$ cat src/rtl/controle_pkg.sv
// Shared constants and FSM state encoding for the multi-pad DB9 reader.
// Button bit order within a pad: {Mode,Z,Y,X,Start,C,B,A,Right,Left,Down,Up}.
package controle_pkg;

   localparam int BITS_PER_PAD = 12;

   localparam int BTN_UP    = 0;
   localparam int BTN_DOWN  = 1;
   localparam int BTN_LEFT  = 2;
   localparam int BTN_RIGHT = 3;
   localparam int BTN_A     = 4;
   localparam int BTN_B     = 5;
   localparam int BTN_C     = 6;
   localparam int BTN_START = 7;
   localparam int BTN_X     = 8;
   localparam int BTN_Y     = 9;
   localparam int BTN_Z     = 10;
   localparam int BTN_MODE  = 11;

   // Position of each DB9 pin inside a pad's 6-bit slice of Pinos
   localparam int PIN_P1 = 0;
   localparam int PIN_P2 = 1;
   localparam int PIN_P3 = 2;
   localparam int PIN_P4 = 3;
   localparam int PIN_P6 = 4;
   localparam int PIN_P9 = 5;

   typedef enum logic [3:0] {
      ST_IDLE   = 4'd0,
      ST_HI1    = 4'd1,
      ST_LO1    = 4'd2,
      ST_HI2    = 4'd3,
      ST_LO2    = 4'd4,
      ST_HI3    = 4'd5,
      ST_LO3    = 4'd6,
      ST_HI4    = 4'd7,
      ST_LO4    = 4'd8,
      ST_COMMIT = 4'd9
   } state_t;

endpackage

$ cat src/rtl/controle_debounce.sv
// Per-pad frame debouncer: a scan must repeat DEBOUNCE_FRAMES times before it
// reaches saidas; press pulses the bits that went 0->1 on that update.
module controle_debounce
   import controle_pkg::*;
#(
   parameter int DEBOUNCE_FRAMES = 2
) (
   input  logic                    clk,
   input  logic                    rst,
   input  logic                    en,
   input  logic [BITS_PER_PAD-1:0] sample,
   output logic [BITS_PER_PAD-1:0] saidas,
   output logic [BITS_PER_PAD-1:0] press
);

   localparam int CW = $clog2(DEBOUNCE_FRAMES + 1);

   logic [BITS_PER_PAD-1:0] cand_reg, saidas_reg, press_reg, saidas_next;
   logic [CW-1:0]           count_reg, count_next;

   always_comb begin
      count_next = count_reg;
      if (sample != cand_reg)
         count_next = CW'(1);
      else if (count_reg != CW'(DEBOUNCE_FRAMES))
         count_next = count_reg + CW'(1);
      saidas_next = (count_next == CW'(DEBOUNCE_FRAMES)) ? sample : saidas_reg;
   end

   always_ff @(posedge clk or posedge rst) begin
      if (rst) begin
         cand_reg   <= '0;
         count_reg  <= '0;
         saidas_reg <= '0;
         press_reg  <= '0;
      end else begin
         press_reg <= '0;
         if (en) begin
            cand_reg   <= sample;
            count_reg  <= count_next;
            saidas_reg <= saidas_next;
            press_reg  <= saidas_next & ~saidas_reg;
         end
      end
   end

   assign saidas = saidas_reg;
   assign press  = press_reg;

endmodule

$ cat src/rtl/controle_multi.sv
// Frame-synchronous reader for NUM_PADS Genesis DB9 pads scanned in parallel.
// Define CONTROLE_SIX_BUTTON_EN to add the extra Select phases for 6-button pads.
module controle_multi
   import controle_pkg::*;
#(
   parameter int NUM_PADS        = 2,
   parameter int SETTLE_CYCLES   = 50,
   parameter int DEBOUNCE_FRAMES = 2
) (
   input  logic                               Clock50,
   input  logic                               Reset,
   input  logic                               v_sync,
   input  logic [6*NUM_PADS-1:0]              Pinos,
   output logic [NUM_PADS-1:0]                Select,
   output logic [BITS_PER_PAD*NUM_PADS-1:0]   Saidas,
   output logic [BITS_PER_PAD*NUM_PADS-1:0]   Pressionado,
   output logic [NUM_PADS-1:0]                Presente,
   output logic [NUM_PADS-1:0]                SeisBotoes,
   output logic                               Pronto
);

   localparam int CW = $clog2(SETTLE_CYCLES);

   logic                  vs_meta_reg, vs_sync_reg, vs_prev_reg, vs_rise;
   logic [6*NUM_PADS-1:0] pins_meta_reg, pins_sync_reg;
   state_t                state_reg, state_next;
   logic [CW-1:0]         phase_cnt_reg;
   logic                  phase_end, in_phase, sel, commit, pronto_reg;

   function automatic state_t next_phase(input state_t s);
      case (s)
         ST_HI1:  next_phase = ST_LO1;
`ifdef CONTROLE_SIX_BUTTON_EN
         ST_LO1:  next_phase = ST_HI2;
         ST_HI2:  next_phase = ST_LO2;
         ST_LO2:  next_phase = ST_HI3;
         ST_HI3:  next_phase = ST_LO3;
         ST_LO3:  next_phase = ST_HI4;
         ST_HI4:  next_phase = ST_LO4;
`endif
         default: next_phase = ST_COMMIT;
      endcase
   endfunction

   always_ff @(posedge Clock50 or posedge Reset) begin
      if (Reset) begin
         vs_meta_reg   <= 1'b0;
         vs_sync_reg   <= 1'b0;
         vs_prev_reg   <= 1'b0;
         pins_meta_reg <= '1;
         pins_sync_reg <= '1;
      end else begin
         vs_meta_reg   <= v_sync;
         vs_sync_reg   <= vs_meta_reg;
         vs_prev_reg   <= vs_sync_reg;
         pins_meta_reg <= Pinos;
         pins_sync_reg <= pins_meta_reg;
      end
   end

   assign vs_rise   = vs_sync_reg & ~vs_prev_reg;
   assign in_phase  = (state_reg != ST_IDLE) && (state_reg != ST_COMMIT);
   assign phase_end = in_phase && (phase_cnt_reg == CW'(SETTLE_CYCLES - 1));
   assign commit    = (state_reg == ST_COMMIT);
   assign sel       = !(state_reg inside {ST_LO1, ST_LO2, ST_LO3, ST_LO4});

   // Edges arriving mid-scan are dropped: only IDLE looks at vs_rise
   always_comb begin
      state_next = state_reg;
      case (state_reg)
         ST_IDLE:   if (vs_rise) state_next = ST_HI1;
         ST_COMMIT: state_next = ST_IDLE;
         default:   if (phase_end) state_next = next_phase(state_reg);
      endcase
   end

   always_ff @(posedge Clock50 or posedge Reset) begin
      if (Reset) begin
         state_reg     <= ST_IDLE;
         phase_cnt_reg <= '0;
         pronto_reg    <= 1'b0;
      end else begin
         state_reg     <= state_next;
         phase_cnt_reg <= (phase_end || !in_phase) ? '0 : phase_cnt_reg + CW'(1);
         pronto_reg    <= commit;
      end
   end

   assign Select = {NUM_PADS{sel}};
   assign Pronto = pronto_reg;

   for (genvar gi = 0; gi < NUM_PADS; gi++) begin : g_pad
      logic [5:0]              pins;
      logic [BITS_PER_PAD-1:0] samp_reg, sample_final;
      logic                    pres_reg, six_w, pres_out_reg, six_out_reg;

      assign pins = pins_sync_reg[6*gi +: 6];

`ifdef CONTROLE_SIX_BUTTON_EN
      logic six_reg;
      assign six_w = six_reg;
`else
      assign six_w = 1'b0;
`endif

      always_ff @(posedge Clock50 or posedge Reset) begin
         if (Reset) begin
            samp_reg <= '0;
            pres_reg <= 1'b0;
`ifdef CONTROLE_SIX_BUTTON_EN
            six_reg  <= 1'b0;
`endif
         end else if (phase_end) begin
            case (state_reg)
               ST_HI1: begin
                  samp_reg             <= '0;
                  samp_reg[BTN_UP]     <= ~pins[PIN_P1];
                  samp_reg[BTN_DOWN]   <= ~pins[PIN_P2];
                  samp_reg[BTN_LEFT]   <= ~pins[PIN_P3];
                  samp_reg[BTN_RIGHT]  <= ~pins[PIN_P4];
                  samp_reg[BTN_B]      <= ~pins[PIN_P6];
                  samp_reg[BTN_C]      <= ~pins[PIN_P9];
`ifdef CONTROLE_SIX_BUTTON_EN
                  six_reg              <= 1'b0;
`endif
               end
               ST_LO1: begin
                  samp_reg[BTN_A]      <= ~pins[PIN_P6];
                  samp_reg[BTN_START]  <= ~pins[PIN_P9];
                  pres_reg             <= ~pins[PIN_P3] & ~pins[PIN_P4];
               end
`ifdef CONTROLE_SIX_BUTTON_EN
               ST_LO3: six_reg <= ~|{pins[PIN_P4], pins[PIN_P3], pins[PIN_P2], pins[PIN_P1]};
               ST_HI4: if (six_reg) begin
                  samp_reg[BTN_Z]      <= ~pins[PIN_P1];
                  samp_reg[BTN_Y]      <= ~pins[PIN_P2];
                  samp_reg[BTN_X]      <= ~pins[PIN_P3];
                  samp_reg[BTN_MODE]   <= ~pins[PIN_P4];
               end
`endif
               default: ;
            endcase
         end
      end

      // Absent pads report nothing; extended buttons only from a 6-button pad
      assign sample_final = pres_reg ? {samp_reg[11:8] & {4{six_w}}, samp_reg[7:0]} : '0;

      always_ff @(posedge Clock50 or posedge Reset) begin
         if (Reset) begin
            pres_out_reg <= 1'b0;
            six_out_reg  <= 1'b0;
         end else if (commit) begin
            pres_out_reg <= pres_reg;
            six_out_reg  <= pres_reg & six_w;
         end
      end

      assign Presente[gi]   = pres_out_reg;
      assign SeisBotoes[gi] = six_out_reg;

      controle_debounce #(
         .DEBOUNCE_FRAMES(DEBOUNCE_FRAMES)
      ) u_debounce (
         .clk    (Clock50),
         .rst    (Reset),
         .en     (commit),
         .sample (sample_final),
         .saidas (Saidas[BITS_PER_PAD*gi +: BITS_PER_PAD]),
         .press  (Pressionado[BITS_PER_PAD*gi +: BITS_PER_PAD])
      );
   end

endmodule
$ cat config.mk
export PLATFORM = sky130hd
export DESIGN_NAME = controle_multi
export DESIGN_NICKNAME = d
export VERILOG_FILES = /design/src/rtl/controle_pkg.sv /design/src/rtl/controle_debounce.sv /design/src/rtl/controle_multi.sv
export SDC_FILE = /design/constraint.sdc
export NUM_CORES = 1
export LEC_CHECK = 0
export ABC_AREA = 1
export ABC_CLOCK_PERIOD_IN_PS = 2000
export CAP_MARGIN = 15
export CORE_MARGIN = 4
export CORE_UTILIZATION = 53
export CTS_CLUSTER_DIAMETER = 120
export DETAILED_ROUTE_END_ITERATION = 8
export GPL_TIMING_DRIVEN = 0
export PLACE_DENSITY = 0.76
export SLEW_MARGIN = 10
export SYNTH_ARGS = -nofsm -noshare
export SYNTH_HDL_FRONTEND = slang
export SYNTH_HIERARCHICAL = 1
export SYNTH_SLANG_ARGS = --single-unit
$ cat constraint.sdc
create_clock -name Clock50 -period 2 [get_ports Clock50]
set_input_delay 0.5 -clock Clock50 [delete_from_list [all_inputs] [get_ports Clock50]]
set_output_delay 0.5 -clock Clock50 [all_outputs]
set_load 0.02 [all_outputs]
-- Word-level counts from Yosys, hierarchy flattened
Index checks and enable logic that the tools add are counted.
- register bits after elaboration: 134
- input port bits: 15
- output and inout bits: 55
- word-level logic and storage cells: 95
- add/subtract/negate cells: 3
- eq/ne operators: 15
- muxes and demuxes: 19
- bitwise gates (word level): 20
- reductions and logical operators: 14
- operator list (operator ; number):
    $mux W12 ; 4
    $and A12 B12 Y12 ; 2
    $ne A8 B12 Y1 ; 2
    $not A12 Y12 ; 2
    $mux W8 ; 2
    $not A1 Y1 ; 13
    $mux W4 ; 3
    $eq A4 B3 Y1 const B ; 2
    $eq A4 B4 Y1 const B ; 2
    $mux W2 ; 4
    $pmux W1 S2 ; 4
    $pmux W4 S2 ; 1
    $reduce_and A2 Y1 ; 4
    $reduce_bool A4 Y1 ; 2
    $add A6 B1 Y6 const B ; 1
    $eq A6 B6 Y1 const B ; 1
    $mux W6 ; 1
    $ne A2 B2 Y1 const B ; 3
    $add A2 B1 Y2 const B ; 2
    $eq A2 B2 Y1 const B ; 2
    $eq A4 B1 Y1 const B ; 1
    $eq A4 B2 Y1 const B ; 1
    $logic_not A4 Y1 ; 1
    $ne A4 B4 Y1 const B ; 1
    6 further kinds ; 10

-- Longest topological paths before layout
Gate-level depths: netlist of run 1.
- depth after elaboration: 7
- depth in mapped cells: 15
- depth with buffers taken out: 13

-- Modules after synthesis
The synthesis of run 1 kept the hierarchy.
- by module, submodules not included (module ; times used ; cells each ; area each (µm²) ; seq. area each (µm²)):
    controle_debounce ; 2 ; 270 ; 2001.9 ; 950.9
    controle_multi ; 1 ; 214 ; 2316.0 ; 1456.4

-- Least setup slack after synthesis of run 1
OpenSTA, ideal clock, no wires.
- kind: reg2reg
- start: register g_pad[1].pres_reg
- end: register g_pad[1].u_debounce.saidas_reg[10]
- library setup time: 0.117 ns
- arrival: 1.655 ns
- data required time: 1.883 ns
- setup slack: 0.228 ns
- cell stages (with the launch flop): 13
- buffers on the path: 2
- period minus slack after synthesis: 1.772 ns
- cell sequence: dfrtp_1 clkbuf_1 nand2_1 inv_1 xnor2_1 nand2_1 nor2_2 inv_1 nor2_2 buf_4 nand4_1 nand3_1 nand2_1
- cells in the longest elaborated chain, start to end: 5
- RTL lines (item ; line ; source):
    from (decl) ; controle_multi.sv:95 ; logic pres_reg, six_w, pres_out_reg, six_out_reg;
    from (signal assigned) ; controle_multi.sv:130 ; pres_reg <= ~pins[PIN_P3] & ~pins[PIN_P4];
    $mux W8 ; controle_multi.sv:147 ; assign sample_final = pres_reg ? {samp_reg[11:8] & {4{six_w}}, samp_reg[7:0]} : '0;
    via g_pad[1].sample_final[6] ; controle_multi.sv:94 ; logic [BITS_PER_PAD-1:0] samp_reg, sample_final;
    $ne A8 B12 Y1 ; controle_debounce.sv:23 ; if (sample != cand_reg)
    $mux W2 ; controle_debounce.sv:23 ;
    $eq A2 B2 Y1 ; controle_debounce.sv:27 ; saidas_next = (count_next == CW'(DEBOUNCE_FRAMES)) ? sample : saidas_reg;
    $mux W12 ; controle_debounce.sv:27 ;
    to (signal assigned) ; controle_debounce.sv:41 ; saidas_reg <= saidas_next;
    to (decl) ; controle_debounce.sv:18 ; logic [BITS_PER_PAD-1:0] cand_reg, saidas_reg, press_reg, saidas_next;
The timed path passes the listed nets, and every way through them passes these cells.
A chain may end at the register's enable or synchronous reset.

-- Worst setup path in the final report of run 1
- start: register g_pad[0].pres_reg
- end: register g_pad[0].u_debounce.saidas_reg[8]
- cells in the longest elaborated chain, start to end: 5
- RTL lines (item ; line):
    from (decl) ; controle_multi.sv:95
    from (signal assigned) ; controle_multi.sv:130
    $mux W8 ; controle_multi.sv:147
    via g_pad[0].sample_final[7] ; controle_multi.sv:94
    $ne A8 B12 Y1 ; controle_debounce.sv:23
    $mux W2 ; controle_debounce.sv:23
    $eq A2 B2 Y1 ; controle_debounce.sv:27
    $mux W12 ; controle_debounce.sv:27
    to (signal assigned) ; controle_debounce.sv:41
    to (decl) ; controle_debounce.sv:18
The timed path passes the listed nets, and every way through them passes these cells.

==> run_results.csv, run 1 <==
group,metric,value,unit
logic_synthesis,synth_cell_type_count,34,
place,gp_congestion,0.874,
clock_network,clock-sinks,133,
layout,nets,906,
global_routing,grt_first_pass_wirelength,22700,um
floorplan,fp-row-count,39,
detailed_routing,routed_via_density,5.00,
logic_synthesis,synth_warnings,6,
timing,max_freq,0.512,GHz
floorplan,die_y,117,um
timing,fin_setup_tns,0,ps
power,p_per_area,778,mW/mm2
layout,fill_cells,880,
critical_path,cp-end-kind,"flop",
clock_network,clk_latency,420,ps
power,p_leak,4.32,nW
critical_path,crit_required,2310,ps
worst_hold_path,hold_class,"reg2reg",
logic_synthesis,avgSynthCellArea,8.38,um2
global_routing,globalRouteOverflowTotal,0,
critical_path,reg2reg_from,"g_pad[0].pres_reg$_DFFE_PP0P_",
timing,max-slew-margin-rel,47.1,%
power,power,0.00628,W
clock_network,clk_pin_slew,60,ps
critical_path,critPathLaunch,"g_pad[0].pres_reg$_DFFE_PP0P_",
detailed_routing,drtAntennaViolNets,0,
detailed_routing,drt_wl_total,13700,um
power,ir_drop,0.602,mV
critical_path,critical_path_arrival,2260,ps
layout,syn_to_final_growth,27.8,%
global_routing,grt_start_max_net_pins,39,
logic_synthesis,syn-instance-count,754,
clock_network,cts_made_buffers,17,
place,portBuffers,67,
logic_synthesis,yosysSeqAreaShare,53.1,%
place,place_ws,-237,ps
layout,multi_input_area,0.00241,mm2
global_routing,antenna_found_initial,0,
layout,final-seq-area,0.00336,mm2
timing,finalHoldViolCount,0,
clock_network,ctsHtreeMaxLevel,4,
clock_network,ctsHoldBuffers,0,
floorplan,start_util,54.6,%
timing,period_needed,1950,ps
critical_path,r2r_end,"g_pad[0].u_debounce/saidas[8]$_DFFE_PP0P_",
critical_path,regToRegSetupSlack,50,ps
layout,drive_gt1_share,21.0,%
detailed_routing,drt_pre_antenna_iters,5,
clock_network,cts-root-buf,"clkbuf_16",
job,maxCapViolCount,0,
layout,n_antenna_cell,0,
critical_path,reg2reg_depth,12,
floorplan,core,0.0116,mm2
critical_path,cp-start-kind,"flop",
timing,setup_viol,0,
floorplan,ioPinCount,70,
logic_synthesis,synthesis.area,0.00632,mm2
clock_network,cts_tree,"yes",
detailed_routing,dr_total_vias,5210,
timing,setup_ws,48.2,ps
outcome,outcome,"completed",
place,hpwl,9640,um
timing,tightest_slew,792,ps
floorplan,dieArea,0.0137,mm2
critical_path,criticalPathCategory,"reg2reg",
detailed_routing,wl_per_cell,13.1,um
clock_network,cts_buffer_depth,2,
timing,drv_slew,0,
floorplan,die_w,117,um
critical_path,critical_path.endpoint,"g_pad[0].u_debounce/saidas[8]$_DFFE_PP0P_",
global_routing,grt_util_all_layers,21.1,%
global_routing,grt_pass1_vias,4995,
critical_path,cp_max_fo,10,
detailed_routing,drc,0,
detailed_routing,detail_route.iter0.violations,505,
timing,post-route-period-util,97.6,%
logic_synthesis,ys_ff_latch,133,
timing,finClkSkew,5.81,ps
timing,grt_setup_unrepaired,"yes",
-- kinds of logic after synthesis --
family	after synthesis	synth area share, %
XOR/XNOR	9	1.25
other	1	0.0593
AO/OA/AOI/OAI	48	4.75
AND/OR/NAND/NOR	390	28.5
buffers and inverters	169	11.5
flip-flops	133	53.1
adder cells (fa/ha/maj)	4	0.792
-- layout make-up --
cell class / instances / area share, %
sequential: 133 / 41.7
multi-input combinational: 485 / 29.9
clock buffer: 21 / 5.58
clock inverter: 11 / 1.36
tap: 143 / 2.22
buffer: 32 / 2.88
inverter: 135 / 6.43
timing repair buffer: 83 / 9.96
-- what timing repair did --
| item | 4_1_cts | 5_1_grt |
|---|---|---|
| resized for setup | 15 | 56 |
| cloned | 0 | 1 |
| pin swaps | 1 | 12 |
| buffers inserted | 3 | 11 |
| endpoints found under the setup margin | 40 | 72 |
-- cell usage after synthesis, drive strengths merged --
cell / count / share of area [%]
a21oi: 3 / 0.30
a31oi: 2 / 0.20
buf: 20 / 2.6
clkbuf: 14 / 0.83
clkinv: 1 / 0.14
conb: 1 / 0.059
dfrtp: 109 / 43
dfstp: 24 / 10
ha: 4 / 0.79
inv: 134 / 8.0
nand2: 261 / 16
nand3: 36 / 3.4
nand4: 50 / 5.5
nor2: 39 / 2.8
nor3: 1 / 0.16
o211ai: 2 / 0.24
o21ai: 41 / 4.0
or2: 3 / 0.30
xnor2: 9 / 1.2
-- layer usage --
layer	vias to the layer above	share of wire (%)	global-route usage (%)
met4	0	1.7	8.10
met2	167	50	35.2
li1	2559	-	-
met1	2457	43	26.7
met5	-	0	0
met3	27	5.8	5.14
-- critical path, cell delays in order, from the launching register on --
cell and delay, ps:
dfrtp_2 380, clkbuf_2 150, nand2_1 60, inv_1 140, xnor2_1 140, nand2_1 110
nor2_4 180, inv_1 90, nor2_4 160, buf_6 160, nand4_1 120, nand3_1 110
nand2_1 50
-- worst min path at each step --
stage | start | to | slack [ps] | cells after the start
after floorplan | vs_meta_reg$_DFF_PP0_ | vs_sync_reg$_DFF_PP0_ | 330 | 0
after global placement | vs_meta_reg$_DFF_PP0_ | vs_sync_reg$_DFF_PP0_ | 340 | 0
after detailed placement | vs_meta_reg$_DFF_PP0_ | vs_sync_reg$_DFF_PP0_ | 340 | 0
after CTS | pins_meta_reg[3]$_DFF_PP1_ | pins_sync_reg[3]$_DFF_PP1_ | 350 | 0
after global routing | pins_meta_reg[3]$_DFF_PP1_ | pins_sync_reg[3]$_DFF_PP1_ | 350 | 0
final | vs_meta_reg$_DFF_PP0_ | vs_sync_reg$_DFF_PP0_ | 350 | 0
-- placed cells by master (no fill, tap or decap), types with 3 or more instances in the layout --
cell type	count
nand2_1	247
dfrtp_1	105
inv_1	102
clkdlybuf4s50_1	63
nand4_1	44
conb_1	34
nand3_1	32
inv_2	29
nor2_1	29
o21ai_0	28
dfstp_2	24
buf_4	21
clkbuf_16	17
o21ai_2	13
nand2_2	9
xnor2_1	9
clkbuf_2	9
nor2_4	8
clkinv_2	7
clkbuf_1	7
buf_6	7
nand4_2	6
buf_2	6
nand2_4	4
ha_1	4
dfrtp_2	4
inv_4	3
or2_2	3
-- per-stage QoR --
step | std cells | util [%] | cell area, um2 | hold WS, ps
floorplan | 787 | - | 6440 | 331
detailed placement | 998 | 63.2 | 7310 | 337
CTS | 1031 | 68.2 | 7890 | 353
finish | 1043 | 69.8 | 8070 | 352
global placement | 997 | 63.1 | 7290 | 337
global route | 1043 | 69.8 | 8070 | 350
-- report_power, final --
part	total (W)	switching [W]	internal (W)
logic	0.000474	0.000296	0.000178
registers	0.00288	0.0000695	0.00281
clock network	0.00293	0.00109	0.00185
Power figures use the tool's default switching activity.
==> inputs of run 2 (changes only) <==
--- a/config.mk
+++ b/config.mk
@@ -5,7 +5,6 @@
 export SDC_FILE = /design/constraint.sdc
 export NUM_CORES = 1
 export LEC_CHECK = 0
-export ABC_AREA = 1
 export ABC_CLOCK_PERIOD_IN_PS = 2000
 export CAP_MARGIN = 15
 export CORE_MARGIN = 4
@@ -13,7 +12,7 @@
 export CTS_CLUSTER_DIAMETER = 120
 export DETAILED_ROUTE_END_ITERATION = 8
 export GPL_TIMING_DRIVEN = 0
-export PLACE_DENSITY = 0.76
+export PLACE_DENSITY = 0.77
 export SLEW_MARGIN = 10
 export SYNTH_ARGS = -nofsm -noshare
 export SYNTH_HDL_FRONTEND = slang
==> run 2 against run 1 <==
  * The run now ends with setup timing left
  * Sequential power grew 7%
  * Core utilization grew 6.4 points
  * Count of clock-buffer cells in the layout is the same
  * Sequential cell count is the same
  * Worst setup slack lost 210 ps
  * Routed wire length shrank 17%
  * Final cell count shrank 36%
  * Via count shrank 34%
  * Sequential share of layout area grew 3.0 points
  * First-iteration DRC count shrank 70%
  * Die area shrank 14%
  * Register-to-register slack lost 210 ps
  * Largest cell class unchanged
==> run_results.csv, run 2 <==
group,metric,value,unit
layout,drive_gt1_share,38.5,%
place,placed_cells,612,
clock_network,clock-sinks,133,
detailed_routing,drtAntennaViolNets,0,
floorplan,die_w,109,um
logic_synthesis,yosysSeqAreaShare,62.2,%
detailed_routing,drt_wl_total,11400,um
layout,nets,544,
clock_network,cts_made_buffers,17,
detailed_routing,detail_route.iter0.violations,152,
clock_network,ctsHtreeMaxLevel,4,
logic_synthesis,async_flop_share,100,%
outcome,violations,"setup timing",
global_routing,grt_pass1_vias,3411,
floorplan,die_y,109,um
critical_path,crit_required,2400,ps
logic_synthesis,synth_area_leader_cell,"dfrtp_1",
clock_network,cts-root-buf,"clkbuf_8",
layout,final_common_cell,"dfrtp_1",
global_routing,grt_util_all_layers,19.0,%
place,place_ws,-387,ps
clock_network,cts_tree,"yes",
power,p_int,0.00532,W
layout,multi_input_area,0.00215,mm2
layout,final-seq-area,0.00336,mm2
layout,syn_to_final_growth,39.2,%
power,p_per_area,944,mW/mm2
critical_path,regToRegSetupSlack,-160,ps
layout,fin_cells,671,
timing,max_freq,0.463,GHz
worst_hold_path,hold_class,"reg2reg",
logic_synthesis,synthAdderAreaFrac,0.926,%
clock_network,clk_pin_slew,60,ps
power,combPwrFrac,9.3,%
detailed_routing,drt_pre_antenna_iters,4,
floorplan,ioPinCount,70,
logic_synthesis,synth.most_common_cell,"dfrtp_1",
critical_path,cp_cell_sequence,"buf_4 -> and2_1 -> xor2_1 -> nor3_2 -> nand4_4 -> buf_12 -> mux2_4",
power,ir_drop,0.611,mV
floorplan,fp-row-count,36,
logic_synthesis,synth_top_family_by_area,"simple AND/OR/NAND/NOR gates",
timing,setup_viol,29,
floorplan,start_util,54.8,%
logic_synthesis,ys_ff_latch,133,
timing,timing.hold.ws,352,ps
outcome,outcome,"finished with violations",
timing,finalHoldViolCount,0,
critical_path,reg2reg_depth,7,
logic_synthesis,synth_mux_area_share,12.1,%
place,portBuffers,67,
power,p_leak,3.86,nW
critical_path,cp-start-kind,"flop",
floorplan,core,0.00986,mm2
critical_path,path_buf_inv,2,
power,switching_share,25.1,%
critical_path,criticalPathCategory,"reg2reg",
place,hpwl,6450,um
logic_synthesis,synthesis.area,0.00540,mm2
critical_path,cp-end-kind,"flop",
floorplan,dieArea,0.0119,mm2
clock_network,cts_buffer_depth,2,
logic_synthesis,syn-instance-count,378,
logic_synthesis,avgSynthCellArea,14.3,um2
layout,final_core_util,76.2,%
logic_synthesis,synth_cell_type_count,39,
global_routing,grt_first_pass_wirelength,17100,um
timing,max-slew-margin-rel,47.0,%
logic_synthesis,synth_compound_area_share,3.80,%
timing,post-route-period-util,108,%
clock_network,clk_latency,530,ps
timing,tightest_slew,793,ps
global_routing,antenna_found_initial,0,
critical_path,worst_path_max_delay_cell,"dfrtp_2",
critical_path,critical_path_arrival,2560,ps
logic_synthesis,synthXorXnorAreaFrac,4.86,%
timing,drv_slew,0,
logic_synthesis,yosys.area_share.simple,12.7,%
timing,setup_ws,-160,ps
place,gp_congestion,0.795,
detailed_routing,dr_total_vias,3419,
global_routing,grt_start_max_net_pins,39,
layout,final_cell_mix,"107 x dfrtp_1, 36 x mux2_2, 34 x conb_1, 34 x clkdlybuf4s50_1, 28 x dlygate4sd2_1",
critical_path,critPathTopFamily,"simple AND/OR/NAND/NOR gates",
power,p_seq_share,43.2,%
logic_synthesis,ys.flop_type,"dfrtp_1",
timing,fin_setup_tns,-2490,ps
logic_synthesis,synth_warnings,6,
clock_network,ctsHoldBuffers,0,
logic_synthesis,synth_top_area_share,50.5,%
critical_path,cp_max_fo,10,
timing,grt_setup_unrepaired,"yes",
timing,finClkSkew,27.0,ps
layout,fill_cells,561,
logic_synthesis,synth-edff-count,0,
layout,n_antenna_cell,0,
power,p_clk_share,47.5,%
detailed_routing,wl_per_cell,17.0,um
timing,period_needed,2160,ps
critical_path,cp.depth,7,
detailed_routing,drc,0,
power,p_sw,0.00178,W
worst_hold_path,hold_depth,0,
job,maxCapViolCount,0,
logic_synthesis,synth_area_leaders,"dfrtp_1 50%, dfstp_2 12%, mux2_2 7.5%",
critical_path,slowest_delay,450,ps
logic_synthesis,synthTopCellsByCount,"109 x dfrtp_1, 36 x mux2_2, 27 x xor2_1, 24 x dfstp_2, 24 x nor3b_1",
global_routing,globalRouteOverflowTotal,0,
detailed_routing,routed_via_density,5.10,
-- run 2: cell types whose count changed after synthesis, moves of 16 or more --
cell and delta:
nand3_1 -28, nand4_1 -41, mux2_4 +16, nand2_1 -245, inv_1 -110, and2_1 +18, o21ai_0 -27, mux2_2 +36
nor3b_1 +24, xor2_1 +27
-- run 2: layout make-up --
type	count	area share [%]
flip-flops and latches	133	44.7
multi-input cells	245	28.6
repair buffers	95	12.3
clock buffers	21	6.84
plain buffers	21	2.80
well taps	133	2.21
clock inverters	11	1.91
inverters	12	0.599
-- run 2: power by group through the flow --
stage / Combinational [W] / Clock, W / Sequential [W]
3_3_place_gp: 0.000511 / 0 / 0.00309
4_1_cts: 0.000619 / 0.00341 / 0.00306
6_report: 0.000664 / 0.00337 / 0.00307
2_1_floorplan: 0.000424 / 0 / 0.00306
5_1_grt: 0.000743 / 0.00355 / 0.00309
3_5_place_dp: 0.000545 / 0 / 0.00310
-- run 2: what timing repair did --
| item | CTS | global route |
|---|---|---|
| pin swaps | 8 | 12 |
| resized for setup | 79 | 46 |
| cloned | 1 | 0 |
| endpoints found under the setup margin | 89 | 55 |
| buffers inserted | 14 | 12 |
-- run 2: stage by stage --
| stage | cell area, um2 | total power (W) |
|---|---|---|
| 3_5_place_dp | 6380 | 0.00365 |
| 3_3_place_gp | 6360 | 0.00360 |
| 4_1_cts | 7260 | 0.00708 |
| 2_1_floorplan | 5530 | 0.00349 |
| 5_1_grt | 7520 | 0.00738 |
| 6_report | 7520 | 0.00710 |
-- run 2: worst paths after layout --
check	end	startpoint
hold / removal	pins_sync_reg[3]$_DFF_PP1_	pins_meta_reg[3]$_DFF_PP1_
max in group asynchronous	pins_meta_reg[6]$_DFF_PP1_	Reset
setup / recovery	g_pad[0].u_debounce/saidas[6]$_DFFE_PP0P_	g_pad[0].pres_reg$_DFFE_PP0P_
min in group asynchronous	Pronto$_DFF_PP0_	Reset
setup reg to reg	g_pad[0].u_debounce/saidas[6]$_DFFE_PP0P_	g_pad[0].pres_reg$_DFFE_PP0P_
hold reg to reg	pins_sync_reg[3]$_DFF_PP1_	pins_meta_reg[3]$_DFF_PP1_
-- run 2: per-layer routing --
layer	global-route usage, %	vias up	part of all wire (%)
met3	5.33	18	4.3
li1	-	1548	-
met2	31.4	100	54
met4	7.21	0	2.0
met5	0	-	0
met1	23.7	1753	40
-- run 2: worst register-to-register path: cells and delay by family (launching register included) --
family                    cells  cell delay (ps)
and+or+nand+nor               3              730
buffers and inverters         2              380
muxes                         1              300
DFF                           1              450
xor gates and xnor gates      1              180
-- run 2: cells by family (layout without fill, tap and decap cells) --
logic type | Yosys count | count (layout)
buffers and inverters | 33 | 160
other | 1 | 34
adder cells (fa/ha/maj) | 4 | 4
AND/OR/NAND/NOR | 94 | 94
AO/OA/AOI/OAI | 30 | 30
multiplexers | 53 | 53
flip-flops | 133 | 133
XOR/XNOR | 30 | 30
==> inputs of run 3 (changes only) <==
--- a/config.mk
+++ b/config.mk
@@ -8,11 +8,11 @@
 export ABC_CLOCK_PERIOD_IN_PS = 2000
 export CAP_MARGIN = 15
 export CORE_MARGIN = 4
-export CORE_UTILIZATION = 53
+export CORE_UTILIZATION = 55
 export CTS_CLUSTER_DIAMETER = 120
 export DETAILED_ROUTE_END_ITERATION = 8
 export GPL_TIMING_DRIVEN = 0
-export PLACE_DENSITY = 0.77
+export PLACE_DENSITY = 0.88
 export SLEW_MARGIN = 10
 export SYNTH_ARGS = -nofsm -noshare
 export SYNTH_HDL_FRONTEND = slang
==> run 3 against run 2 <==
  * The flow still finishes with violations (setup timing)
  * Worst hold slack improved by 0.91 ps
  * Non-clock buffer count increased by 5
  * Combinational power increased by 7.5%
  * Fmax about the same
  * Count of clock-buffer cells in the layout increased by 3
  * Cell area increased by 1.8%
  * Global-route usage increased by 5.0 points
  * Total power decreased by 0.81%
  * Core utilization increased by 5.1 points
  * First-iteration DRC count increased by 38%
  * Sequential cell count unchanged
  * Final cell count increased by 0.15%
  * Critical endpoint is now g_pad[1].u_debounce/saidas[7]$_DFFE_PP0P_
  * Largest power group unchanged
  * Highest routed layer unchanged
==> run_results.csv, run 3 (synthesis results as in run 2) <==
group,metric,value,unit
place,hpwl,6770,um
place,placed_cells,608,
layout,final-seq-area,0.00336,mm2
timing,timing.hold.ws,353,ps
timing,period_needed,2160,ps
power,ir_drop,0.744,mV
timing,setup_ws,-159,ps
timing,grt_setup_unrepaired,"yes",
critical_path,regToRegSetupSlack,-160,ps
layout,drive_gt1_share,40.5,%
timing,max-slew-margin-rel,46.8,%
timing,tightest_slew,797,ps
critical_path,crit_required,2400,ps
clock_network,ctsHtreeMaxLevel,4,
global_routing,grt_pass1_vias,3830,
detailed_routing,drt_wl_total,14800,um
detailed_routing,drtAntennaViolNets,0,
detailed_routing,drt_pre_antenna_iters,5,
critical_path,critPathLaunch,"g_pad[1].pres_reg$_DFFE_PP0P_",
layout,syn_to_final_growth,41.7,%
detailed_routing,wl_per_cell,22.0,um
clock_network,cts-root-buf,"clkbuf_8",
global_routing,globalRouteOverflowTotal,0,
floorplan,dieArea,0.0115,mm2
timing,fin_setup_tns,-3660,ps
layout,final_common_cell,"dfrtp_1",
critical_path,critical_path_arrival,2560,ps
floorplan,die_y,107,um
detailed_routing,detail_route.iter0.violations,209,
critical_path,cp_max_fo,6,
critical_path,cp-end-kind,"flop",
clock_network,clock-sinks,133,
timing,setup_viol,46,
job,maxCapViolCount,0,
floorplan,fp-row-count,35,
critical_path,reg2reg_from,"g_pad[1].pres_reg$_DFFE_PP0P_",
clock_network,clk_latency,530,ps
global_routing,grt_first_pass_wirelength,20800,um
clock_network,cts_made_buffers,17,
timing,drv_slew,0,
critical_path,criticalPathCategory,"reg2reg",
clock_network,clk_pin_slew,60,ps
worst_hold_path,hold_depth,0,
power,p_per_area,919,mW/mm2
worst_hold_path,worst_hold_path.endpoint,"pins_sync_reg[2]$_DFF_PP1_",
place,portBuffers,67,
layout,multi_input_area,0.00225,mm2
layout,final_cell_mix,"106 x dfrtp_1, 34 x conb_1, 33 x mux2_2",
layout,nets,549,
timing,finClkSkew,9.06,ps
floorplan,core,0.00942,mm2
clock_network,ctsHoldBuffers,0,
floorplan,start_util,57.4,%
timing,post-route-period-util,108,%
layout,fin_cells,672,
critical_path,r2r_end,"g_pad[1].u_debounce/saidas[7]$_DFFE_PP0P_",
critical_path,reg2reg_depth,7,
outcome,outcome,"finished with violations",
layout,n_antenna_cell,0,
layout,fill_cells,435,
clock_network,cts_buffer_depth,2,
timing,max_freq,0.463,GHz
worst_hold_path,worstHoldStart,"pins_meta_reg[2]$_DFF_PP1_",
power,power,0.00704,W
timing,finalHoldViolCount,0,
place,gp_congestion,0.773,
detailed_routing,dr_total_vias,3712,
global_routing,antenna_found_initial,0,
power,p_leak,3.99,nW
detailed_routing,routed_via_density,5.52,
clock_network,cts_tree,"yes",
global_routing,grt_start_max_net_pins,42,
floorplan,ioPinCount,70,
worst_hold_path,hold_class,"reg2reg",
critical_path,cp-start-kind,"flop",
floorplan,die_w,107,um
outcome,violations,"setup timing",
global_routing,grt_util_all_layers,24.0,%
detailed_routing,drc,0,
[run 3: changes by cell type in the layout (fill, tap and decap cells not counted), sizes merged]
| cell | before | now |
|---|---|---|
| buf | 44 | 52 |
| dlymetal6s2s | 3 | 8 |
| inv | 20 | 18 |
| dlygate4sd2 | 28 | 27 |
| clkdlybuf4s50 | 34 | 30 |
| bufinv | 2 | 1 |
[run 3: layout make-up]
type / count / share of cell area [%]
Sequential cell: 133 / 43.9
Multi-Input combinational cell: 245 / 29.4
Timing Repair Buffer: 100 / 13.1
Clock buffer: 24 / 7.12
Buffer: 21 / 2.78
Tap cell: 129 / 2.11
Clock inverter: 8 / 0.980
Inverter: 12 / 0.588
[run 3: where the power goes]
| part | leakage, nW | switching, W | internal [W] | total, W |
|---|---|---|---|---|
| combinational | 1.94 | 0.000415 | 0.000299 | 0.000714 |
| clock | 0.314 | 0.00121 | 0.00202 | 0.00324 |
| sequential | 1.73 | 0.000194 | 0.00290 | 0.00309 |
| total | 3.99 | 0.00182 | 0.00522 | 0.00704 |
[run 3: per-layer routing]
layer / part of all wire (%) / wire length (um) / track usage [%] / vias to the layer above
met2: 52 / 7630 / 40.2 / 177
met4: 2.6 / 384 / 9.13 / 0
met1: 40 / 5920 / 30.0 / 1944
met3: 5.7 / 840 / 6.02 / 33
li1: - / - / - / 1558
met5: 0 / 0 / 0 / -
[run 3: what timing repair did]
item | in CTS | in global routing
cloned | 2 | 0
buffers inserted | 17 | 14
pin swaps | 11 | 7
resized for setup | 110 | 35
endpoints found under the setup margin | 89 | 53
[run 3: per-stage QoR]
| stage | worst slack (ps) | cell area [um2] | util, % |
|---|---|---|---|
| 6_report | -159 | 7660 | 81.3 |
| 5_1_grt | -268 | 7660 | 81.3 |
| 2_1_floorplan | 13.6 | 5530 | - |
| 3_5_place_dp | -351 | 6380 | 67.7 |
| 3_3_place_gp | -822 | 6360 | 67.5 |
| 4_1_cts | -110 | 7420 | 78.8 |
[run 3: worst max-delay path, cell delays in order (launching register included)]
cell and delay [ps]:
dfrtp_2 460, and2_2 240, xor2_1 200, nor4_4 340, nand4_4 190, buf_12 180, buf_8 130, mux2_4 300
[run 3: how the worst max path moves through the flow]
stage / to / slack, ps
floorplan: g_pad[0].u_debounce/saidas[10]$_DFFE_PP0P_ / 10
global placement: phase_cnt_reg[0]$_DFF_PP0_ / -820
detailed placement: g_pad[1].u_debounce/saidas[7]$_DFFE_PP0P_ / -350
CTS: Select[1] / -110
global route: g_pad[1].u_debounce/saidas[7]$_DFFE_PP0P_ / -270
finish: g_pad[1].u_debounce/saidas[7]$_DFFE_PP0P_ / -160
